--- src/rtl/huffman_pkg.sv ---
// Constants for the fixed canonical Huffman table: widths, per-symbol codes/lengths,
// the escape code, and the upper-case fold helper.
package huffman_pkg;

  localparam int CODE_W  = 10;
  localparam int LEN_W   = 4;
  localparam int ASCII_W = 7;

  localparam logic [CODE_W-1:0] CODE_SPACE = 10'b0000000000;
  localparam logic [CODE_W-1:0] CODE_E     = 10'b0000000001;
  localparam logic [CODE_W-1:0] CODE_T     = 10'b0000000100;
  localparam logic [CODE_W-1:0] CODE_A     = 10'b0000000101;
  localparam logic [CODE_W-1:0] CODE_O     = 10'b0000000110;
  localparam logic [CODE_W-1:0] CODE_I     = 10'b0000000111;
  localparam logic [CODE_W-1:0] CODE_N     = 10'b0000001000;
  localparam logic [CODE_W-1:0] CODE_S     = 10'b0000001001;
  localparam logic [CODE_W-1:0] CODE_H     = 10'b0000010100;
  localparam logic [CODE_W-1:0] CODE_R     = 10'b0000010101;
  localparam logic [CODE_W-1:0] CODE_D     = 10'b0000010110;
  localparam logic [CODE_W-1:0] CODE_L     = 10'b0000010111;
  localparam logic [CODE_W-1:0] CODE_C     = 10'b0000011000;
  localparam logic [CODE_W-1:0] CODE_U     = 10'b0000011001;
  localparam logic [CODE_W-1:0] CODE_M     = 10'b0000110100;
  localparam logic [CODE_W-1:0] CODE_W_SYM = 10'b0000110101;
  localparam logic [CODE_W-1:0] CODE_F     = 10'b0000110110;
  localparam logic [CODE_W-1:0] CODE_G     = 10'b0000110111;
  localparam logic [CODE_W-1:0] CODE_Y     = 10'b0000111000;
  localparam logic [CODE_W-1:0] CODE_P     = 10'b0000111001;
  localparam logic [CODE_W-1:0] CODE_B     = 10'b0000111010;
  localparam logic [CODE_W-1:0] CODE_V     = 10'b0000111011;
  localparam logic [CODE_W-1:0] CODE_K     = 10'b0001111000;
  localparam logic [CODE_W-1:0] CODE_J     = 10'b0001111001;
  localparam logic [CODE_W-1:0] CODE_X     = 10'b0011110100;
  localparam logic [CODE_W-1:0] CODE_Q     = 10'b0011110101;
  localparam logic [CODE_W-1:0] CODE_Z     = 10'b0011110110;
  localparam logic [CODE_W-1:0] ESC_CODE   = 10'b0011110111;

  localparam logic [LEN_W-1:0] LEN_3   = 4'd3;
  localparam logic [LEN_W-1:0] LEN_4   = 4'd4;
  localparam logic [LEN_W-1:0] LEN_5   = 4'd5;
  localparam logic [LEN_W-1:0] LEN_6   = 4'd6;
  localparam logic [LEN_W-1:0] LEN_7   = 4'd7;
  localparam logic [LEN_W-1:0] LEN_8   = 4'd8;
  localparam logic [LEN_W-1:0] ESC_LEN = 4'd8;

  // Only 'A'..'Z' are folded; setting bit 5 elsewhere would alias '@', '[' etc. onto letters.
  function automatic logic [ASCII_W-1:0] ascii_fold(input logic [ASCII_W-1:0] ch);
    if (ch >= 7'h41 && ch <= 7'h5A) return ch | 7'h20;
    else                            return ch;
  endfunction

endpackage

--- src/rtl/huffman_table_lut.sv ---
// Registered lookup of the fixed Huffman table: folds case, decodes via a case ROM,
// and registers code/length/escape with an asynchronous active-low clear.
module huffman_table_lut
  import huffman_pkg::*;
(
  input  logic               clk,
  input  logic               reset,
  input  logic [ASCII_W-1:0] ascii,
  output logic [CODE_W-1:0]  huffman_code,
  output logic [LEN_W-1:0]   bit_length,
  output logic               escape
);

  logic [ASCII_W-1:0] ascii_fold_w;
  logic [CODE_W-1:0]  code_d, code_q;
  logic [LEN_W-1:0]   len_d,  len_q;
  logic               esc_d,  esc_q;

  assign ascii_fold_w = ascii_fold(ascii);

  // Anything not listed falls through to the escape code, including 0x00.
  always_comb begin
    code_d = ESC_CODE;
    len_d  = ESC_LEN;
    esc_d  = 1'b1;
    unique case (ascii_fold_w)
      7'h20: begin code_d = CODE_SPACE; len_d = LEN_3; esc_d = 1'b0; end
      7'h65: begin code_d = CODE_E;     len_d = LEN_3; esc_d = 1'b0; end
      7'h74: begin code_d = CODE_T;     len_d = LEN_4; esc_d = 1'b0; end
      7'h61: begin code_d = CODE_A;     len_d = LEN_4; esc_d = 1'b0; end
      7'h6F: begin code_d = CODE_O;     len_d = LEN_4; esc_d = 1'b0; end
      7'h69: begin code_d = CODE_I;     len_d = LEN_4; esc_d = 1'b0; end
      7'h6E: begin code_d = CODE_N;     len_d = LEN_4; esc_d = 1'b0; end
      7'h73: begin code_d = CODE_S;     len_d = LEN_4; esc_d = 1'b0; end
      7'h68: begin code_d = CODE_H;     len_d = LEN_5; esc_d = 1'b0; end
      7'h72: begin code_d = CODE_R;     len_d = LEN_5; esc_d = 1'b0; end
      7'h64: begin code_d = CODE_D;     len_d = LEN_5; esc_d = 1'b0; end
      7'h6C: begin code_d = CODE_L;     len_d = LEN_5; esc_d = 1'b0; end
      7'h63: begin code_d = CODE_C;     len_d = LEN_5; esc_d = 1'b0; end
      7'h75: begin code_d = CODE_U;     len_d = LEN_5; esc_d = 1'b0; end
      7'h6D: begin code_d = CODE_M;     len_d = LEN_6; esc_d = 1'b0; end
      7'h77: begin code_d = CODE_W_SYM; len_d = LEN_6; esc_d = 1'b0; end
      7'h66: begin code_d = CODE_F;     len_d = LEN_6; esc_d = 1'b0; end
      7'h67: begin code_d = CODE_G;     len_d = LEN_6; esc_d = 1'b0; end
      7'h79: begin code_d = CODE_Y;     len_d = LEN_6; esc_d = 1'b0; end
      7'h70: begin code_d = CODE_P;     len_d = LEN_6; esc_d = 1'b0; end
      7'h62: begin code_d = CODE_B;     len_d = LEN_6; esc_d = 1'b0; end
      7'h76: begin code_d = CODE_V;     len_d = LEN_6; esc_d = 1'b0; end
      7'h6B: begin code_d = CODE_K;     len_d = LEN_7; esc_d = 1'b0; end
      7'h6A: begin code_d = CODE_J;     len_d = LEN_7; esc_d = 1'b0; end
      7'h78: begin code_d = CODE_X;     len_d = LEN_8; esc_d = 1'b0; end
      7'h71: begin code_d = CODE_Q;     len_d = LEN_8; esc_d = 1'b0; end
      7'h7A: begin code_d = CODE_Z;     len_d = LEN_8; esc_d = 1'b0; end
      default: ;
    endcase
  end

  // A zero length marks "no lookup yet" to the coder while reset is held.
  always_ff @(posedge clk or negedge reset) begin
    if (!reset) begin
      code_q <= '0;
      len_q  <= '0;
      esc_q  <= 1'b0;
    end else begin
      code_q <= code_d;
      len_q  <= len_d;
      esc_q  <= esc_d;
    end
  end

  assign huffman_code = code_q;
  assign bit_length   = len_q;
  assign escape       = esc_q;

endmodule

--- config.mk ---
export PLATFORM = sky130hd
export DESIGN_NAME = huffman_table_lut
export DESIGN_NICKNAME = d
export VERILOG_FILES = /design/src/rtl/huffman_pkg.sv /design/src/rtl/huffman_table_lut.sv
export SDC_FILE = /design/constraint.sdc
export NUM_CORES = 1
export LEC_CHECK = 0
export CAP_MARGIN = 5
export CORE_MARGIN = 1
export CORE_UTILIZATION = 51
export DETAILED_ROUTE_END_ITERATION = 10
export PLACE_DENSITY = 0.78
export SLEW_MARGIN = 5
export SYNTH_ARGS = -nofsm -noshare
export SYNTH_HDL_FRONTEND = slang
export SYNTH_SLANG_ARGS = --single-unit
--- constraint.sdc ---
create_clock -name clk -period 0.8 [get_ports clk]
set_clock_uncertainty 0.15 [all_clocks]
set_input_delay 0.12 -clock clk [delete_from_list [all_inputs] [get_ports clk]]
set_output_delay 0.12 -clock clk [all_outputs]
set_load 0.1 [all_outputs]
==> summary.md, run 1 <==
| Metric | Value |
|---|---|
| Outcome | `stopped before the end` |
| Halt Stage | `global routing` |
| Stop err | `[ERROR DPL-0038] Utilization greater than 100%, impossible to legalize` |
| Cells after DPL | `approximately 220` |
| Placed Area | `1936 µm²` |
| Post-Synthesis Cells | `roughly 140` |
| Worst_ep kind | `register input` |
| CTS Root Cell | `clkbuf_4` |
| Register area share after synthesis | `27.25%` |
| Largest net degree at the start of global routing | `14` |
| Die W | `50.38 µm` |
| Die Span Y | `50.38 µm` |
| Synth async-reset ratio | `100.0%` |
| Cell Area, Synth | `~1200 µm²` |
| Avg Inst Size Synth | `~8.6 µm²` |
| Initial Util | `53.96%` |
| Post-GRT worst EP | `bit_length[1]$_DFF_PN0_/D` |
| Port Buffer Count | `21` |
| Flop and latch count out of synthesis | `13` |
| Clk sinks | `13` |
| Num CTS Buffers | `3` |
| Distinct cell type count after synthesis | `53` |
| Top FF cell, synth | `dfrtp_1` |
| CTS max path bufs | `2` |
| Hpwl dp | `3.383 mm` |
| Ports | `24` |
| Final GP Congestion | `about 1.0` |
| EDFF count, synth | `0` |
| Synth Warn # | `0` |
| Row count | `17` |
| H-tree Lvls | `1` |
[cells in the mapped netlist, drive strengths merged, types with 2 or more instances]
library cell | instances | area, µm²
nand2 | 6 | 22.52
nor2b | 6 | 40.04
o41ai | 2 | 25.03
a21boi | 2 | 15.01
buf | 17 | 115.1
dfrtp | 13 | 325.3
a21oi | 6 | 30.03
o21ai | 11 | 62.56
mux2i | 4 | 40.04
mux2 | 2 | 22.52
a221o | 2 | 20.02
o22a | 2 | 17.52
nor3 | 4 | 20.02
o22ai | 4 | 25.02
o211ai | 5 | 37.54
a31oi | 2 | 12.51
nand2b | 6 | 37.54
o31ai | 2 | 15.01
nor3b | 3 | 22.52
and3 | 3 | 18.77
nor2 | 7 | 26.28
nor4b | 2 | 17.52
inv | 4 | 15.01
or2 | 4 | 27.53
[kinds of logic after synthesis]
group | synth area share [%]
simple gates | 23.48
buf+inv | 10.90
flops | 27.25
xor+xnor | 0.7339
mux | 5.241
other cells | 0.3142
compound gates | 32.08
[what timing repair did]
action                     4_1_cts
pin swaps                       15
gates resized for setup         57
setup buffers                    7
hold buffers                     0
setup endpoints to repair       26
gates cloned                     1
[per-stage QoR]
step                worst slack, ns  setup TNS (ns)
global placement             -1.170          -15.46
CTS                         -0.4859          -11.17
detailed placement           -1.348          -17.45
floorplan                   -0.5228          -6.698
==> run 2, diff against run 1 <==
CORE_AREA = 2 2 63 65   (was not set)
CORE_MARGIN = not set   (was 1)
CORE_UTILIZATION = not set   (was 51)
DIE_AREA = 0 0 65 67   (was not set)
PLACE_DENSITY = not set   (was 0.78)
PLACE_DENSITY_LB_ADDON = 0.15   (was not set)
==> run 2 against run 1 <==
- the flow now finishes, with violations (setup timing)
- synthesized cell count did not move
- synthesized area did not move
==> summary.md, run 2 <==
| Metric | Value |
|---|---|
| Number of global-route vias before repair | `around 1300` |
| Adder-Cell Fraction of Synth Area | `0% (unchanged)` |
| Compound-gate portion of the synthesized area | `32.08% (unchanged)` |
| Top-count cell post-synth | `dfrtp_1` |
| Largest net degree at the start of global routing | `19` |
| Simple-gate share of the synthesized area | `23.48% (unchanged)` |
| RSZ-0062 raised after global routing | `true` |
| EDFF count, synth | `0 (unchanged)` |
| Final slew viol count | `0` |
| Max Freq | `755.3 MHz` |
| CTS max path bufs | `2 (unchanged)` |
| Ant. Diodes | `0` |
| Final nets | `206` |
| Hold Vio Cnt, Final | `0` |
| Final Total Pwr | `2.815 mW` |
| GRT Util Overall | `a little under a fifth` |
| Sum of negative setup slack | `-10.61 ns` |
| Multi-input gate area | `about 850 µm²` |
| Most common cell after layout, fill and taps aside | `buf_4` |
| Met2 wire length | `1.814 mm` |
| Hpwl dp | `2.697 mm (-20%)` |
| Clk sinks | `13 (unchanged)` |
| Top routing layer used | `met4` |
| Largest cells by area after synthesis | `dfrtp_1, buf_4, buf_2` |
| CP Max Fanout | `9` |
| Violated checks | `setup timing` |
| P_leak | `slightly below 0.9 nW` |
| Ports | `24 (unchanged)` |
| Final worst-path cycle share | `165.5%` |
| Vias/cell | `5.238` |
| Final design utilization | `between 50 and 60%` |
| Final GP Congestion | `0.9223 (-10%)` |
| Num CTS Buffers | `3 (unchanged)` |
| Core area | `3606 µm²` |
| Filler instances | `between 300 and 400` |
| CP arrival | `1.29 ns` |
| Pwr per Cell Area | `1332 nW/µm²` |
| Final worst slack | `-0.5239 ns` |
| GRT overflow | `0` |
| CTS tree | `yes` |
| Wire per inst | `14.99 µm` |
| Global-route wire length before repair | `6.237 mm` |
| Initial Util | `33.10% (-21 points)` |
| Outcome | `finished, violations left` |
| Max FFs per register | `8` |
| Residual DRC | `0` |
| WS Path Type | `primary input to register` |
| Top FF cell, synth | `dfrtp_1` |
| Mux cell area share after synthesis | `5.241% (unchanged)` |
| CTS Root Cell | `clkbuf_8` |
| Port Buffer Count | `21 (unchanged)` |
| Synth async-reset ratio | `100.0% (unchanged)` |
| Register area share after synthesis | `27.25% (unchanged)` |
| Initial antenna violation count | `0` |
| Fin area | `approximately 2100 µm²` |
| Area delta synth->final | `77.04%` |
| Crit start category | `primary input` |
| Synth Warn # | `0 (unchanged)` |
| Largest family of logic cells by synthesized area | `compound AO/OA/AOI/OAI gates` |
| Post-Synthesis Cells | `139 (unchanged)` |
| HP Class | `primary input to asynchronous set/reset pin` |
| M1 WL | `1.657 mm` |
| Crit path required time | `about 0.76 ns` |
| Max-cap violations | `0` |
| Die W | `65 µm (+29%)` |
| Max VDD drop | `0.0005215 V` |
| Xor-xnor portion of the synthesized cell area | `0.7338% (unchanged)` |
| Avg Inst Size Synth | `8.587 µm² (unchanged)` |
| Reg area | `374.1 µm²` |
| Clk slew on worst S/H paths | `0.05 ns` |
| Synth top cells by count | `dfrtp_1, buf_2, buf_4, nor2_1, o21ai_0` |
| Distinct cell type count after synthesis | `53 (unchanged)` |
| DR vias | `1278` |
| Post-synth top area cell | `dfrtp_1` |
| Die area | `4355 µm²` |
| Iteration-0 DRC Markers | `32` |
| H-tree Lvls | `1 (unchanged)` |
| Final setup viols | `26` |
| Commonest cells after routing, fill and taps aside | `buf_4, buf_12, dfrtp_4` |
| Routed Antenna Nets | `0` |
| Flop and latch count out of synthesis | `13 (unchanged)` |
| Met3 wire length | `167 µm` |
| Fin crit period | `1.324 ns` |
| Row count | `22 (+5)` |
| TritonRoute pass-1 iters | `4` |
| Cell Area, Synth | `1194 µm² (unchanged)` |
| Top cell type's share of synthesized area | `27.25% (unchanged)` |
| Share of cells above drive strength 1 | `54.08%` |
| Total wire length | `about 3.7 mm` |
| Critical path capture point type | `register` |
| Placed Area | `1893 µm² (-2.2%)` |
| Die Span Y | `67 µm (+33%)` |
==> run 2: cell counts after synthesis <==
Identical to the previous run, type by type.
==> run 2: layout make-up <==
| type | count | area share (%) |
|---|---|---|
| Multi-Input combinational cell | 106 | 40.08 |
| Timing Repair Buffer | 69 | 36.53 |
| Sequential cell | 13 | 17.70 |
| Tap cell | 48 | 2.842 |
| Clock buffer | 4 | 2.131 |
| Inverter | 4 | 0.7105 |
==> run 2: stage by stage <==
stage	instances	hold slack [ns]	worst slack (ns)
global route	244	0.06990	-0.5667
global placement	230	0.3135	-1.181
detailed placement	230	0.3156	-1.193
finish	244	0.06109	-0.5239
floorplan	140	-0.3256	-0.5228
CTS	244	0.06240	-0.5618
==> run 2: worst max-delay path by stage <==
stage | slack [ns] | endpoint | startpoint
floorplan | -0.52 | bit_length[1] | ascii[0]
global placement | -1.18 | huffman_code[2] | ascii[3]
detailed placement | -1.19 | huffman_code[2] | ascii[3]
CTS | -0.56 | huffman_code[2] | ascii[0]
global route | -0.57 | huffman_code[2] | ascii[0]
finish | -0.52 | bit_length[1] | ascii[1]
==> run 2: what timing repair did <==
action,CTS,global route
buffers inserted,9,0
endpoints found under the setup margin,26,26
gates cloned,1,0
hold buffers,0,0
gates resized for setup,41,12
pin swaps,12,10
==> run 2: power by group <==
group | total, mW | switching [mW] | internal (mW)
Sequential | 0.795 | 0.0469 | 0.748
Clock | 0.559 | 0.209 | 0.350
Combinational | 1.46 | 0.846 | 0.614
Total | 2.81 | 1.10 | 1.71
==> run 2: cells by family after synthesis <==
logic type,count (synthesis)
muxes,6
AOI/OAI and AO/OA,50
and+or+nand+nor,47
xor gates and xnor gates,1
DFF,13
buffers and inverters,21
other,1
==> run 2: critical path, cell delays in order <==
cell and delay, ns:
buf_2 0.14, buf_16 0.15, nor2b_4 0.13, a221o_1 0.28, a222oi_1 0.34, o21ai_1 0.12
==> run 2: metal layers <==
metal | track usage, % | vias up
met1 | 24.41 | 605
met4 | 4.521 | 0
met5 | 0 | -
met2 | 31.31 | 41
li1 | - | 628
met3 | 1.858 | 4
(Power assumes the default switching activity.)
==> run 3, diff against run 2 <==
CELL_PAD_IN_SITES_DETAIL_PLACEMENT = 1   (was not set)
CELL_PAD_IN_SITES_GLOBAL_PLACEMENT = 1   (was not set)
==> run 3 against run 2 <==
- the flow still finishes with violations (setup timing)
- global-route usage up 12 points
- via count up 25%
- first-iteration DRC count up 100%
- die area unchanged
- hold slack better by 0.0045 ns
- non-clock buffer count up 21
- clock power up 5.9%
- sequential cell count unchanged
- sequential power up 0.5%
- fmax down 4.8%
- final cell count up 8.6%
- critical endpoint unchanged
- largest power group unchanged
- routed wire length up 88%
==> summary.md, run 3 (same netlist as run 2, synthesis figures left out) <==
| Metric | Value |
|---|---|
| Critical path capture point type | `register` |
| Die Span Y | `67 µm (unchanged)` |
| Placed Area | `1981 µm² (+4.6%)` |
| Final nets | `227 (+10%)` |
| Multi-input gate area | `940.9 µm² (+11%)` |
| RSZ-0062 raised after global routing | `true` |
| Number of global-route vias before repair | `1701 (+32%)` |
| Final Total Pwr | `3.182 mW (+13%)` |
| Num CTS Buffers | `3 (unchanged)` |
| Outcome | `finished, violations left` |
| Hold buffers post-CTS | `0 (unchanged)` |
| Final worst slack | `-0.5911 ns (-0.06716 ns)` |
| Port Buffer Count | `21 (unchanged)` |
| Vias/cell | `6.038 (+15%)` |
| Routed Antenna Nets | `0 (unchanged)` |
| Clk sinks | `13 (unchanged)` |
| Reg area | `374.1 µm² (unchanged)` |
| WS Path Type | `primary input to register` |
| CTS Root Cell | `clkbuf_8` |
| Crit path required time | `0.77 ns (about the same)` |
| CP Max Fanout | `6 (-3)` |
| Ports | `24 (unchanged)` |
| Max-cap violations | `0 (unchanged)` |
| Largest net degree at the start of global routing | `14 (-5)` |
| Commonest cells after routing, fill and taps aside | `buf_4, buf_12, buf_6` |
| CP arrival | `1.36 ns (+0.07 ns)` |
| Most common cell after layout, fill and taps aside | `buf_4` |
| Die W | `65 µm (unchanged)` |
| GRT overflow | `0 (unchanged)` |
| Initial antenna violation count | `0 (unchanged)` |
| Clk slew on worst S/H paths | `0.05 ns (about the same)` |
| Hold Vio Cnt, Final | `0 (unchanged)` |
| CTS tree | `yes` |
| Final worst-path cycle share | `173.9% (+8.4 points)` |
| Final GP Congestion | `0.8733 (-5.3%)` |
| Hold WS | `0.06559 ns (+0.004504 ns)` |
| Global-route wire length before repair | `9.473 mm (+52%)` |
| Iteration-0 DRC Markers | `64 (+100%)` |
| Max FFs per register | `8 (unchanged)` |
| Total wire length | `6.871 mm (+88%)` |
| Max VDD drop | `0.0007677 V (+47%)` |
| Share of cells above drive strength 1 | `65.44% (+11 points)` |
| GRT Util Overall | `30.50% (+12 points)` |
| Residual DRC | `0 (unchanged)` |
| Core area | `3606 µm² (unchanged)` |
| Ant. Diodes | `0 (unchanged)` |
| HP Class | `primary input to asynchronous set/reset pin` |
| Crit start category | `primary input` |
| Row count | `22 (unchanged)` |
| P_leak | `1.045 nW (+18%)` |
| H-tree Lvls | `1 (unchanged)` |
| Initial Util | `33.10% (unchanged)` |
| Pwr per Cell Area | `1272 nW/µm² (-4.5%)` |
| Wire per inst | `25.93 µm (+73%)` |
| Final slew viol count | `0 (unchanged)` |
| Max Freq | `718.9 MHz (-4.8%)` |
| Area delta synth->final | `109.5%` |
| Die area | `4355 µm² (unchanged)` |
| CTS max path bufs | `2 (unchanged)` |
| Placement Setup Slack | `-1.317 ns (-0.1247 ns)` |
| Hpwl dp | `3.570 mm (+32%)` |
| Fin crit period | `1.391 ns (+0.06716 ns)` |
| TritonRoute pass-1 iters | `4 (unchanged)` |
| Fin area | `2501 µm² (+18%)` |
| DR vias | `1600 (+25%)` |
| Final setup viols | `26 (unchanged)` |
| Violated checks | `setup timing` |
| Filler instances | `365 (+20%)` |
## run 3: cell count changes in the layout (fill, tap and decap cells not counted), moves of 4 or more
cell	change
buf_6	+8
buf_4	+8
o21ai_0	-4
buf_12	+4
## run 3: final cells by class
cell class	count	area share, %
well taps	48	2.401
clock buffers	4	1.801
inverters	4	0.8504
flip-flops and latches	13	14.96
multi-input cells	106	37.62
repair buffers	90	42.37
## run 3: where the power goes
part	internal (mW)	total [mW]	leakage [nW]	switching, mW
sequential	0.748	0.799	0.137	0.0504
combinational	0.765	1.79	0.885	1.03
clock	0.352	0.592	0.0228	0.240
## run 3: per-layer routing
| layer | vias up | routed length, µm | part of all wire [%] | GRT usage, % |
|---|---|---|---|---|
| met4 | 0 | 641 | 9.3 | 22.87 |
| met3 | 55 | 369 | 5.4 | 5.236 |
| li1 | 673 | - | - | - |
| met5 | - | 0 | 0 | 0 |
| met1 | 758 | 2471 | 36 | 31.41 |
| met2 | 114 | 3388 | 49 | 55.15 |
## run 3: worst max path at each step
stage	startpoint	to	slack (ns)	cells past startpoint
global placement	ascii[0]	huffman_code[5]	-1.18	7
finish	ascii[1]	bit_length[1]	-0.59	6
floorplan	ascii[0]	bit_length[1]	-0.52	5
detailed placement	ascii[1]	huffman_code[6]	-1.32	6
CTS	ascii[0]	huffman_code[1]	-0.52	7
global route	ascii[0]	huffman_code[2]	-0.66	7
## run 3: critical path, stage by stage
cell      delay [ns]
buf_12          0.11
buf_12          0.13
nor2b_4         0.13
a221o_1         0.31
a222oi_1        0.43
o21ai_1         0.14
## run 3: per-stage QoR
stage / TNS, ns / utilization, % / std cells
2_1_floorplan: -6.698 / - / 140
3_3_place_gp: -15.69 / 54.93 / 240
3_5_place_dp: -16.41 / 54.93 / 240
4_1_cts: -11.14 / 65.27 / 258
5_1_grt: -12.45 / 69.36 / 265
6_report: -11.81 / 69.36 / 265
## run 3: timing repair
| action | 4_1_cts | 5_1_grt |
|---|---|---|
| resized for setup | 76 | 19 |
| setup endpoints to repair | 26 | 26 |
| pin swaps | 24 | 16 |
| buffers inserted | 11 | 6 |
| cloned | 3 | 1 |
==> run 4, diff against run 3 <==
clock period = 1.3 ns   (was 0.8 ns; I/O delays follow)
==> run 4 against run 3 <==
- the run still ends with setup timing left
- clock-buffer cell count unchanged
- combinational power fell by 45%
- sequential power down 41%
- clock power down 42%
- sequential share of layout area fell by 0.46 points
- sequential cell count did not move
- critical path type unchanged
- largest cell class is now multi-input combinational cells
==> summary.md, run 4 (same netlist as run 2, synthesis figures left out) <==
| Metric | Value |
|---|---|
| Crit start category | `primary input` |
| CP Max Fanout | `7 (+1)` |
| Routed Antenna Nets | `0 (unchanged)` |
| Final slew viol count | `0 (unchanged)` |
| RSZ-0062 raised after global routing | `true` |
| Final design utilization | `62.25% (-7.1 points)` |
| Most common cell after layout, fill and taps aside | `buf_4` |
| Placed Area | `1852 µm² (-6.5%)` |
| Max Freq | `approximately 740 MHz` |
| Max FFs per register | `8 (unchanged)` |
| Final worst-path cycle share | `104.3%` |
| Initial antenna violation count | `0 (unchanged)` |
| Sum of negative setup slack | `-0.1818 ns (+11.63 ns)` |
| Num CTS Buffers | `3 (unchanged)` |
| Number of global-route vias before repair | `1491 (-12%)` |
| Commonest cells after routing, fill and taps aside | `buf_4, buf_12, dfrtp_1, buf_6` |
| WS Path Type | `primary input to register` |
| Die W | `65 µm (unchanged)` |
| Area delta synth->final | `88.05%` |
| Share of cells above drive strength 1 | `57.84% (-7.6 points)` |
| Global-route wire length before repair | `7.486 mm (-21%)` |
| TritonRoute pass-1 iters | `4 (unchanged)` |
| Max-cap violations | `0 (unchanged)` |
| H-tree Lvls | `1 (unchanged)` |
| Fin area | `2245 µm² (-10%)` |
| Row count | `22 (unchanged)` |
| Non-Filler Instances | `252 (-4.9%)` |
| Final GP Congestion | `0.8367 (-4.2%)` |
| CTS max path bufs | `2 (unchanged)` |
| Ports | `24 (unchanged)` |
| DR vias | `1388 (-13%)` |
| Critical path capture point type | `register` |
| Hold Vio Cnt, Final | `0 (unchanged)` |
| P_leak | `0.9661 nW (-7.5%)` |
| Initial Util | `33.10% (unchanged)` |
| Max VDD drop | `0.0005908 V (-23%)` |
| CP top delay family | `compound AO/OA/AOI/OAI gates` |
| Die area | `4355 µm² (unchanged)` |
| Total wire length | `4.891 mm (-29%)` |
| Fin crit period | `~1.4 ns` |
| CP max-delay cell | `o41ai_2` |
| Outcome | `finished, violations left` |
| Violated checks | `setup timing` |
| Cells after DPL | `236 (-1.7%)` |
| Final nets | `214 (-5.7%)` |
| Crit path required time | `1.24 ns (+0.47 ns)` |
| CP arrival | `1.29 ns (-0.07 ns)` |
| Ant. Diodes | `0 (unchanged)` |
| Clk sinks | `13 (unchanged)` |
| Pwr per Cell Area | `800.9 nW/µm² (-37%)` |
| Port Buffer Count | `21 (unchanged)` |
| GRT overflow | `0 (unchanged)` |
| Worst path max stage delay | `0.34 ns (-0.09 ns)` |
| Wire per inst | `19.41 µm (-25%)` |
| Vias/cell | `5.508 (-8.8%)` |
| Largest net degree at the start of global routing | `16 (+2)` |
| Final worst slack | `-0.05545 ns (+0.5356 ns)` |
| Iteration-0 DRC Markers | `39 (-39%)` |
| Clk slew on worst S/H paths | `0.05 ns (about the same)` |
| Worst path bufs/invs | `3 (+1)` |
| CTS Root Cell | `clkbuf_8` |
| GRT Util Overall | `22.61% (-7.9 points)` |
| Final Total Pwr | `1.798 mW (-43%)` |
| Core area | `3606 µm² (unchanged)` |
| HP Class | `primary input to asynchronous set/reset pin` |
| CTS tree | `yes` |
| Residual DRC | `0 (unchanged)` |
| Die Span Y | `67 µm (unchanged)` |
| Final setup viols | `7 (-73%)` |
| Hpwl dp | `3.412 mm (-4.4%)` |
| Cells along the critical path | `buf_8 -> buf_4 -> buf_6 -> nand2_2 -> nor2_1 -> o41ai_2 -> o211ai_1` |
-- run 4: changes by cell type in the layout (fill, tap and decap cells not counted), moves of 3 or more --
cell	delta
buf_12	-4
dfrtp_4	-13
dfrtp_1	+13
buf_4	-5
buf_8	+3
buf_6	-4
-- run 4: what timing repair did --
item / 4_1_cts / 5_1_grt
pin swaps: 20 / 19
setup endpoints to repair: 13 / 13
resized for setup: 67 / 35
buffers inserted: 7 / 7
endpoints found under the hold margin: 0 / 0
hold buffers: 0 / 0
gates cloned: 1 / 0
-- run 4: worst max-delay path by stage --
stage,startpoint,end,slack [ns],depth (start not counted)
finish,ascii[3],huffman_code[2],-0.06,7
global route,ascii[1],bit_length[1],-0.1,6
CTS,ascii[4],huffman_code[2],-0.08,6
detailed placement,ascii[0],bit_length[0],-0.88,6
global placement,ascii[0],huffman_code[1],-0.80,7
floorplan,ascii[0],bit_length[1],-0.1,5
-- run 4: power by group --
group	internal [mW]	switching [mW]	total [mW]
Combinational	0.420	0.565	0.985
Sequential	0.439	0.0302	0.469
Clock	0.215	0.128	0.344
Total	1.07	0.724	1.80
-- run 4: layout make-up --
type	count	area, µm²
fill	375	1361
multi-input combinational	106	939.7
timing repair buffer	77	854.6
sequential	13	325.3
tap	48	60.06
clock buffer	4	45.04
inverter	4	20.02
-- run 4: stage by stage --
stage | hold WS, ns | worst slack [ns]
2_1_floorplan | -0.2506 | -0.09782
3_3_place_gp | 0.3612 | -0.8038
3_5_place_dp | 0.3655 | -0.8849
4_1_cts | 0.1123 | -0.08204
5_1_grt | 0.1531 | -0.09765
6_report | 0.1284 | -0.05545
-- run 4: layer usage --
layer	share of wire [%]	vias to the layer above	track usage (%)	routed length, µm
met5	0	-	0	0
met1	39	695	26.39	1897
met3	3.0	7	1.182	145
met2	57	41	45.36	2767
met4	1.6	0	3.989	80
li1	-	645	-	-
==> RTL change (settings of run 3) <==
Remove the register `code_q`: a continuous assignment takes its place, so the output `huffman_code` follows one clock earlier.
--- a/src/rtl/huffman_table_lut.sv
+++ b/src/rtl/huffman_table_lut.sv
@@ -58,15 +58,15 @@
   // A zero length marks "no lookup yet" to the coder while reset is held.
   always_ff @(posedge clk or negedge reset) begin
     if (!reset) begin
-      code_q <= '0;
       len_q  <= '0;
       esc_q  <= 1'b0;
     end else begin
-      code_q <= code_d;
       len_q  <= len_d;
       esc_q  <= esc_d;
     end
   end
+
+  assign code_q = code_d;
 
   assign huffman_code = code_q;
   assign bit_length   = len_q;
Formal check against the unedited RTL: not equivalent (a bounded check fails within 4 cycles, from zero or initial values and one cycle with reset low).
==> RTL change against run 3 <==
The flow finishes with violations (negative hold slack, negative setup slack); total power fell by 18%; core utilization fell by 5.3 points; setup slack got worse by 430 ps; synthesized area fell by 17%; sequential cell count fell by 8; final cell count fell by 2.6%; final area fell by 7.7%; critical path depth rose by 3; global-route usage fell by 1.6 points; sequential share of layout area fell by 8.7 points; wire length fell by 11%; critical path type is now in2out; critical endpoint is now huffman_code[5]; largest cell class is now multi-input combinational cells.
==> RTL change: results (changes against run 3) <==
Clock tree
  – Worst-path clk slew: 40 ps
  – H-tree Lvls: 1 (unchanged)
  – Num CTS Buffers: 3 (unchanged)
  – CTS root buffer: clkbuf_8
  – Max Root-Sink Buffers: 2 (unchanged)

Run status
  – Failing checks: negative hold slack, negative setup slack
  – Outcome: complete, but fails checks

Placement
  – DP Cell Count: 232 (-3.3%)
  – Detailed Place HPWL: 3339 um (-6.5%)
  – Final Wtd Congestion: 0.8996 (+3.0%)
  – Placed cell area: 1784 um2 (-9.9%)
  – I/O Buffers: 21 (unchanged)
  – Worst slack at placement: -1511 ps (-193.5 ps)

Power
  – Static Leakage: 0.9631 nW (-7.8%)
  – Net load switching power: 1.204 mW (-8.5%)
  – Maximum VDD drop: 0.0004786 V (-38%)

Timing
  – WHS: -36.51 ps (-102.1 ps)
  – Min setup slack post-route: -1022 ps (-430.5 ps)
  – Hold Fails Final Rpt: 5 (+5)
  – Final setup viols: 18 (-31%)

Drt
  – Drt first pass iters: 4 (unchanged)
  – Post-DR vias/cell: 5.721 (-5.2%)
  – DR vias: 1476 (-7.8%)
  – Iter 0 DRT Violations: 46 (-28%)
  – Wire per inst: 23.60 um (-9.0%)

Final layout
  – Max FFs per register: 4 (-4)
  – Antenna fix cells: 0 (unchanged)
  – Layout cells sized above 1: 68.57% (+3.1 points)
  – Layout Nets: 220 (-3.1%)
  – Filler cells: 370 (+1.4%)

Hold path
  – Hold crit path type: in2async

Synthesis
  – Cell variety after synth: 53 (unchanged)
  – Post-Synthesis Cells: 131 (-5.8%)
  – Synth top cells by count: buf_2 (8), buf_4 (7), nor2_1 (7), o21ai_0 (7)
  – Synth top area cells: dfrtp_1 (13%), buf_4 (5.3%), buf_2 (4.0%)
  – Post-synthesis sequential area ratio: 12.59% (-15 points)
  – Ys Warns: 0 (unchanged)
  – Synth async-reset ratio: 100.0% (unchanged)
  – Post-synth top flop: dfrtp_1

Global routing
  – GRT Total Usage: 28.93% (-1.6 points)
  – Vias in the first global route: 1644 (-3.4%)
  – Largest net degree at the start of global routing: 13 (-1)
  – Antenna violations before repair: 0 (unchanged)
  – Global-route wire length before repair: 9183 um (-3.1%)

Setup path
  – Worst EP arrival: 1550 ps (+190 ps)
  – Max FO, Critical Path: 8 (+2)
[RTL change: per-stage QoR]
step,util (%),setup TNS [ps],hold WS (ps)
2_1_floorplan,-,-13420,-325.6
5_1_grt,64.05,-13110,-15.56
6_report,64.05,-12620,-36.51
4_1_cts,62.77,-12480,-29.41
3_3_place_gp,49.48,-17860,198.3
3_5_place_dp,49.48,-18480,201.8
[RTL change: critical path, cell delays in order]
cell      delay (ps)
buf_8            100
buf_12           130
buf_8            130
nor4bb_4         300
buf_4            160
a22o_1           140
o31ai_1           70
o211ai_1         160
buf_12           220
[RTL change: metal layers]
metal / track usage [%] / routed length (um) / vias to the layer above
li1: - / - / 645
met1: 31.71 / 2295 / 752
met2: 53.61 / 3232 / 53
met3: 1.520 / 158 / 26
met4: 19.41 / 401 / 0
met5: 0 / 0 / -
[RTL change: layout make-up]
type	count	area, um2	share of cell area (%)
Timing Repair Buffer	91	997.2	43.17
Clock buffer	4	45.04	1.950
Tap cell	48	60.06	2.600
Multi-Input combinational cell	106	1045	45.23
Sequential cell	5	143.9	6.230
Inverter	4	18.77	0.8126
[RTL change: worst paths after layout]
kind	startpoint	end	slack, ps	depth (start not counted)
setup / recovery	ascii[1]	huffman_code[5]	-1020	9
max in group asynchronous	reset	bit_length[1]	320	1
hold / removal	reset	escape	-40	1
min in group clk	ascii[6]	bit_length[3]	370	5
[RTL change: what timing repair did]
action                     in CTS  in global routing
setup endpoints to repair      18                 18
buffers inserted               21                  1
pin swaps                      27                  7
cloned                          3                  0
resized for setup              87                 22
hold endpoints to repair        5                  5
[RTL change: kinds of logic after synthesis]
family / count (synthesis) / share of synthesized area (%)
buf+inv: 21 / 13.10
other cells: 1 / 0.3775
xor+xnor: 1 / 0.8818
flops: 5 / 12.59
mux: 6 / 6.297
simple gates: 47 / 28.21
compound gates: 50 / 38.54
[RTL change: power by group through the flow]
stage	combinational, mW	sequential [mW]	clock [mW]
2_1_floorplan	0.787	0.451	0
3_3_place_gp	1.45	0.308	0
3_5_place_dp	1.47	0.310	0
4_1_cts	1.71	0.307	0.470
5_1_grt	1.87	0.309	0.502
6_report	1.82	0.307	0.483
